**config.mk**
```make
export PLATFORM = sky130hd
export DESIGN_NAME = pcm_rate_fifo
export DESIGN_NICKNAME = d
export VERILOG_FILES = /design/src/rtl/pcm_rate_fifo.sv
export SDC_FILE = /design/constraint.sdc
export NUM_CORES = 1
export LEC_CHECK = 0
export CAP_MARGIN = 5
export CORE_MARGIN = 4
export CORE_UTILIZATION = 55
export CTS_BUF_LIST = sky130_fd_sc_hd__clkbuf_16
export CTS_CLUSTER_DIAMETER = 80
export CTS_CLUSTER_SIZE = 20
export DETAILED_ROUTE_END_ITERATION = 6
export PLACE_DENSITY = 0.78
export SYNTH_ARGS = -nofsm -noshare
export SYNTH_HDL_FRONTEND = slang
export SYNTH_SLANG_ARGS = --single-unit
```
**constraint.sdc**
```tcl
create_clock -name clk -period 6.7 [get_ports clk]
set_clock_uncertainty 0.2 [all_clocks]
set_input_delay 1.34 -clock clk [delete_from_list [all_inputs] [get_ports clk]]
set_output_delay 1.34 -clock clk [all_outputs]
set_load 0.02 [all_outputs]
```
**src/rtl/pcm_rate_fifo.sv**
```systemverilog
// ---------------------------------------------------------------------------
// pcm_rate_fifo
//   Stereo frame FIFO that feeds the 16-bit signed l/r inputs of the I2S
//   transmitter. Upstream logic pushes {l,r} frames with a valid/ready
//   handshake. An internal phase accumulator produces one pop strobe per
//   output sample period (lrck_hz), so l/r change exactly once per period.
//   Underruns hold the last frame (or output zero) and are counted.
//
// Optional feature macro: PCM_VOLUME_EN
//   When defined, the vol port exists and popped samples are scaled by
//   vol/128 with saturation in the pop register stage.
//
// Parameters
//   addr_bits      FIFO depth = 2**addr_bits frames (32 bits each)
//   clk_hz         clk frequency in Hz
//   lrck_hz        pop rate in Hz (must match the I2S stage)
//   underrun_zero  0: hold last frame on underrun, 1: output 0/0
//
// Ports
//   clk        in   system clock
//   rst_n      in   asynchronous reset, active low
//   in_l/in_r  in   16-bit signed samples of the offered frame
//   in_valid   in   frame offered this cycle
//   in_ready   out  frame accepted when in_valid & in_ready
//   vol        in   unsigned gain, 128 = unity (PCM_VOLUME_EN only)
//   l/r        out  registered PCM to I2S, signed
//   tick       out  1-cycle pulse, high in the first cycle showing new l/r
//   level      out  frames currently stored, 0..2**addr_bits
//   underruns  out  saturating underrun count
// ---------------------------------------------------------------------------
module pcm_rate_fifo #(
  parameter int unsigned addr_bits     = 4,
  parameter int unsigned clk_hz        = 25000000,
  parameter int unsigned lrck_hz       = 44100,
  parameter bit          underrun_zero = 1'b0
) (
  input  logic                 clk,
  input  logic                 rst_n,
  input  logic [15:0]          in_l,
  input  logic [15:0]          in_r,
  input  logic                 in_valid,
  output logic                 in_ready,
`ifdef PCM_VOLUME_EN
  input  logic [7:0]           vol,
`endif
  output logic [15:0]          l,
  output logic [15:0]          r,
  output logic                 tick,
  output logic [addr_bits:0]   level,
  output logic [7:0]           underruns
);

  localparam int unsigned            DEPTH   = 2 ** addr_bits;
  localparam logic [63:0]            INC64   = (64'(lrck_hz) << 32) / 64'(clk_hz);
  localparam logic [31:0]            INC     = INC64[31:0];
  localparam logic [addr_bits:0]     FULL    = (addr_bits + 1)'(DEPTH);
  localparam logic [addr_bits:0]     LVL_ONE = (addr_bits + 1)'(1);
  localparam logic [addr_bits-1:0]   PTR_ONE = addr_bits'(1);

  // Phase accumulator: a full 32-bit wrap corresponds to one output sample
  // period, so the carry out of the add is the pop strobe (registered).
  logic [31:0]          pa_q;
  logic [32:0]          pa_sum;
  logic                 strobe_q;
  logic                 tick_q;

  logic [addr_bits-1:0] wr_ptr_q, wr_ptr_d;
  logic [addr_bits-1:0] rd_ptr_q, rd_ptr_d;
  logic [addr_bits:0]   level_q, level_d;
  logic [15:0]          l_q, r_q;
  logic [7:0]           underruns_q;

  logic [31:0]          mem [DEPTH];
  logic [31:0]          rd_data_q;
  logic [15:0]          pop_l, pop_r;

  logic                 push, pop, underrun;

  assign pa_sum   = {1'b0, pa_q} + {1'b0, INC};

  // A full FIFO refuses pushes even if a pop happens in the same cycle.
  assign in_ready = (level_q != FULL);
  assign push     = in_valid & in_ready;
  // Emptiness is judged before any same-cycle push: no bypass.
  assign pop      = strobe_q & (level_q != '0);
  assign underrun = strobe_q & (level_q == '0);

  assign wr_ptr_d = push ? (wr_ptr_q + PTR_ONE) : wr_ptr_q;
  assign rd_ptr_d = pop  ? (rd_ptr_q + PTR_ONE) : rd_ptr_q;

  always_comb begin
    level_d = level_q;
    case ({push, pop})
      2'b10:   level_d = level_q + LVL_ONE;
      2'b01:   level_d = level_q - LVL_ONE;
      default: level_d = level_q;
    endcase
  end

  // Frame storage with a registered read. The read address is the pointer
  // value that will be current after this edge, so rd_data_q always holds
  // the head frame one cycle ahead and the pop stage can take it directly.
  // A write into the slot that becomes the head (FIFO empty after this
  // edge) is forwarded, giving write-first behaviour.
  always_ff @(posedge clk) begin
    if (push) begin
      mem[wr_ptr_q] <= {in_l, in_r};
    end
    if (push && (wr_ptr_q == rd_ptr_d)) begin
      rd_data_q <= {in_l, in_r};
    end else begin
      rd_data_q <= mem[rd_ptr_d];
    end
  end

`ifdef PCM_VOLUME_EN
  // sat16((s * vol) >>> 7); |s*vol| < 2**24 so a 25-bit product is exact.
  function automatic logic [15:0] apply_vol(input logic [15:0] s, input logic [7:0] g);
    logic signed [24:0] s_ext;
    logic signed [24:0] g_ext;
    logic signed [24:0] prod;
    logic signed [24:0] shifted;
    s_ext   = {{9{s[15]}}, s};
    g_ext   = {17'd0, g};
    prod    = s_ext * g_ext;
    shifted = prod >>> 7;
    if (shifted > 25'sd32767) begin
      apply_vol = 16'h7FFF;
    end else if (shifted < -25'sd32768) begin
      apply_vol = 16'h8000;
    end else begin
      apply_vol = shifted[15:0];
    end
  endfunction

  assign pop_l = apply_vol(rd_data_q[31:16], vol);
  assign pop_r = apply_vol(rd_data_q[15:0], vol);
`else
  assign pop_l = rd_data_q[31:16];
  assign pop_r = rd_data_q[15:0];
`endif

  always_ff @(posedge clk or negedge rst_n) begin
    if (!rst_n) begin
      pa_q        <= '0;
      strobe_q    <= 1'b0;
      tick_q      <= 1'b0;
      wr_ptr_q    <= '0;
      rd_ptr_q    <= '0;
      level_q     <= '0;
      l_q         <= '0;
      r_q         <= '0;
      underruns_q <= '0;
    end else begin
      pa_q     <= pa_sum[31:0];
      strobe_q <= pa_sum[32];
      // Every strobe, popped or starved, produces a tick alongside l/r.
      tick_q   <= strobe_q;
      wr_ptr_q <= wr_ptr_d;
      rd_ptr_q <= rd_ptr_d;
      level_q  <= level_d;
      if (pop) begin
        l_q <= pop_l;
        r_q <= pop_r;
      end else if (underrun) begin
        if (underrun_zero) begin
          l_q <= '0;
          r_q <= '0;
        end
        if (underruns_q != 8'hFF) begin
          underruns_q <= underruns_q + 8'd1;
        end
      end
    end
  end

  assign l         = l_q;
  assign r         = r_q;
  assign tick      = tick_q;
  assign level     = level_q;
  assign underruns = underruns_q;

endmodule

```
==> flow_results.xml <==
<?xml version="1.0" encoding="UTF-8"?>
<metrics>
  <group name="sta">
    <metric name="timing_max_transition_violations_final" unit="">0</metric>
    <metric name="maxSlewHeadroom" unit="">0.162</metric>
    <metric name="worst_slew_pin_slew" unit="ns">1.25</metric>
    <metric name="final_period_minus_worst_setup_slack" unit="ns">3.95</metric>
    <metric name="setup_ws" unit="ns">2.75</metric>
    <metric name="report.final.hold_viol_count" unit="">0</metric>
    <metric name="hold-worst-slack" unit="ns">0.260</metric>
    <metric name="max_freq" unit="MHz">253</metric>
    <metric name="setup_repair_after_global_routing_missed_its_margin" unit="">no</metric>
    <metric name="timing.final.setup_violations" unit="">0</metric>
    <metric name="fin_tns_setup" unit="ns">0</metric>
    <metric name="finalCritPeriodShare" unit="">0.589</metric>
  </group>
  <group name="layout">
    <metric name="instances_no_fill" unit="">1800</metric>
    <metric name="layout_common_cells" unit="">edfxtp_1 (512), mux4_2 (128), nand2_1 (92), dfrtp_1 (86), clkdlybuf4s50_1 (80)</metric>
    <metric name="layout-drive-gt1-share" unit="">0.175</metric>
    <metric name="nFillCells" unit="">2745</metric>
    <metric name="most_frequent_standard_cell_in_the_layout_excluding_fill_and_tap_cells" unit="">edfxtp_1</metric>
    <metric name="num-nets-final" unit="">1285</metric>
    <metric name="synthToLayoutAreaGrowth" unit="%">10.8</metric>
    <metric name="multi_input_combinational_cell_area" unit="um^2">5350</metric>
    <metric name="seqCellArea" unit="um^2">17600</metric>
    <metric name="n_antenna_cell" unit="">0</metric>
  </group>
  <group name="grt">
    <metric name="antenna_found_initial" unit="">0</metric>
    <metric name="groute.usage.overall" unit="">0.205</metric>
    <metric name="grt-ovfl-total" unit="">0</metric>
    <metric name="first_pass_grt_wire_length" unit="mm">69.9</metric>
    <metric name="maximum_number_of_pins_on_one_net_before_global_route_repair" unit="">68</metric>
    <metric name="grt_pass1_vias" unit="">11517</metric>
  </group>
  <group name="yosys">
    <metric name="ys.warnings.count" unit="">0</metric>
    <metric name="synth_largest_type_area_fraction" unit="">0.663</metric>
    <metric name="synth_fp_nets" unit="">1205</metric>
    <metric name="netlist_instances" unit="">1160</metric>
    <metric name="edff_count_synth" unit="">512</metric>
    <metric name="number_of_distinct_library_cells_after_synthesis" unit="">51</metric>
    <metric name="synth.ff_latch_count" unit="">602</metric>
    <metric name="synth_area_leader_cell" unit="">edfxtp_1</metric>
    <metric name="synthesis.area_per_instance" unit="um^2">20.0</metric>
    <metric name="ys_dominant_reg_cell" unit="">edfxtp_1</metric>
    <metric name="syn_area" unit="um^2">23200</metric>
    <metric name="seq_total_area_yosys" unit="">0.760</metric>
    <metric name="share_of_flip_flops_with_an_asynchronous_set_or_reset_after_synthesis" unit="">0.143</metric>
    <metric name="synth.top_cells.by_area" unit="">edfxtp_1 (66%), mux4_2 (12%), dfrtp_1 (9.3%)</metric>
  </group>
  <group name="setup_path">
    <metric name="critical_path.endpoint_type" unit="">flop</metric>
    <metric name="worstPathMaxFanout" unit="">24</metric>
    <metric name="cp_slowest_cell" unit="">nor3_2</metric>
    <metric name="startpoint" unit="">in_valid</metric>
    <metric name="arrival" unit="ns">3.94</metric>
    <metric name="crit_chain" unit="">clkdlybuf4s50_1, a21boi_2, nand2_1, nor3_2, buf_4</metric>
    <metric name="crit_buf_inv" unit="">2</metric>
    <metric name="critPathMaxStageDelay" unit="ns">0.64</metric>
    <metric name="timing_worst_setup_path_type" unit="">input pin to flop</metric>
    <metric name="timing.critical_path.required" unit="ns">6.69</metric>
    <metric name="r2r_setup_slack" unit="ns">2.93</metric>
    <metric name="timing.critical_path.from_type" unit="">input pin</metric>
    <metric name="critical-path-top-delay-family" unit="">buffers and inverters</metric>
    <metric name="reg2reg_from" unit="">level[1]$_DFFE_PN0P_</metric>
  </group>
  <group name="detailed_routing">
    <metric name="wl_per_cell" unit="um">25.2</metric>
    <metric name="vias_per_cell" unit="">6.20</metric>
    <metric name="remaining_drc_errors" unit="">0</metric>
    <metric name="detail-route-antenna-nets" unit="">0</metric>
    <metric name="dr.pass1.iters" unit="">5</metric>
    <metric name="postRouteWirelength" unit="mm">45.4</metric>
    <metric name="dr_total_vias" unit="">11159</metric>
    <metric name="detail_route.iter0.violations" unit="">1155</metric>
  </group>
  <group name="place">
    <metric name="hpwl" unit="mm">25.0</metric>
    <metric name="routabilityCongestion" unit="">0.817</metric>
    <metric name="place.detailed.instances" unit="">1734</metric>
    <metric name="numPortBuffers" unit="">81</metric>
    <metric name="pre_cts_ws" unit="ns">2.24</metric>
  </group>
  <group name="die">
    <metric name="floorplan.die.height" unit="um">213</metric>
    <metric name="ioPinCount" unit="">82</metric>
    <metric name="coreArea" unit="um^2">41200</metric>
    <metric name="core.rowCount" unit="">74</metric>
    <metric name="initial_core_util" unit="">0.563</metric>
    <metric name="die-width" unit="um">213</metric>
    <metric name="design.die.area" unit="um^2">45500</metric>
  </group>
  <group name="power_and_ir_drop">
    <metric name="power.density_cell_area" unit="nW/um^2">289</metric>
    <metric name="irDropWorstVdd" unit="mV">0.246</metric>
    <metric name="p_leak" unit="nW">8.16</metric>
    <metric name="total_power" unit="mW">7.41</metric>
  </group>
  <group name="worst_hold_path">
    <metric name="hold_class" unit="">flop to flop</metric>
    <metric name="hold_path_startpoint" unit="">pa_q[1]$_DFF_PN0_</metric>
  </group>
  <group name="clock_tree">
    <metric name="worstSkewPairLatency" unit="ns">0.56</metric>
    <metric name="cts_setup_buffers" unit="">0</metric>
    <metric name="hold_buffers" unit="">0</metric>
    <metric name="htree_levels" unit="">2</metric>
    <metric name="clk_pin_slew" unit="ns">0.07</metric>
    <metric name="clock_buffers_created_by_tritoncts" unit="">36</metric>
    <metric name="post_cts_resized" unit="">0</metric>
    <metric name="tritoncts" unit="">yes</metric>
    <metric name="cts.root.buffer_cell" unit="">clkbuf_16</metric>
    <metric name="clock_tree.buffer_depth" unit="">3</metric>
    <metric name="clock_sinks" unit="">602</metric>
  </group>
  <group name="status">
    <metric name="outcome" unit="">complete, no violations</metric>
  </group>
  <group name="run">
    <metric name="timing.max_cap.violations" unit="">0</metric>
  </group>
</metrics>
-- synthesized netlist by cell type (2+ instances only) --
cell type and n:
clkbuf_1 20, nor3b_1 3, buf_1 6, edfxtp_1 512
o21ai_0 35, mux2_2 2, xor2_1 15, o21ai_2 2
and3_1 3, ha_1 10, buf_4 6, or2_2 2
o211ai_1 2, nand4b_1 2, nand4_1 7, nand3_1 8
or3_1 5, nor3_1 9, a21boi_2 2, xnor2_1 26
nand2b_1 3, dfrtp_1 86, nor2_1 29, inv_1 9
buf_2 17, o221ai_1 32, a21o_1 2, mux4_2 128
buf_6 7, nand2_1 92, or2_1 2, nor2b_1 2
o21ai_1 11, dfxtp_1 4, a21oi_1 10, and2_1 2
mux2i_1 33
-- final cells by class --
type,count,share of cell area
tap,532,0.0259
sequential,602,0.686
clock inverter,29,0.00604
timing repair buffer,98,0.0364
inverter,9,0.00132
multi-input combinational,493,0.208
clock buffer,37,0.0360
-- path summary, 6_finish.rpt --
| path | to | cells past startpoint |
|---|---|---|
| max | mem[2][21]$_DFFE_PP_ | 5 |
| min | pa_q[1]$_DFF_PN0_ | 1 |
| max reg2reg | level[4]$_DFFE_PN0P_ | 12 |
| min reg2reg | pa_q[1]$_DFF_PN0_ | 1 |
| max in group asynchronous | l[3]$_DFFE_PN0P_ | 2 |
| min in group asynchronous | underruns[4]$_DFFE_PN0P_ | 1 |
-- sequential cells by signal, summed over array words and instances (netlist names), 4 cells and up, named ones only --
register   cells
underruns      8
level          5
pa_q          31
mem          512
l             16
r             16
wr_ptr_q       4
rd_ptr_q       4
-- per-stage QoR --
step                      area [um^2]  utilization
after floorplan                 23200            -
after global placement          24600        0.597
after detailed placement        24600        0.597
after CTS                       25700        0.623
after global routing            25700        0.623
final                           25700        0.623
-- logic make-up (layout without fill, tap and decap cells) --
group	Yosys count	count (layout)	synth area share
DFF	602	602	0.760
and+or+nand+nor	173	173	0.0342
muxes	163	163	0.140
AOI/OAI and AO/OA	106	106	0.0311
buffers and inverters	65	173	0.0147
xor gates and xnor gates	41	41	0.0155
adders and majority gates	10	10	0.00540
-- per-layer routing --
layer | vias to the layer above | global-route usage | part of all wire
met5 | - | 0 | 0
met4 | 0 | 0.0525 | 0.023
met3 | 67 | 0.0322 | 0.072
met2 | 430 | 0.337 | 0.50
met1 | 5839 | 0.294 | 0.41
li1 | 4823 | - | -
-- where the power goes --
part	internal, mW	switching (mW)
clock	1.05	1.16
combinational	0.218	0.440
sequential	4.41	0.130
total	5.69	1.73
(Power assumes the default switching activity.)
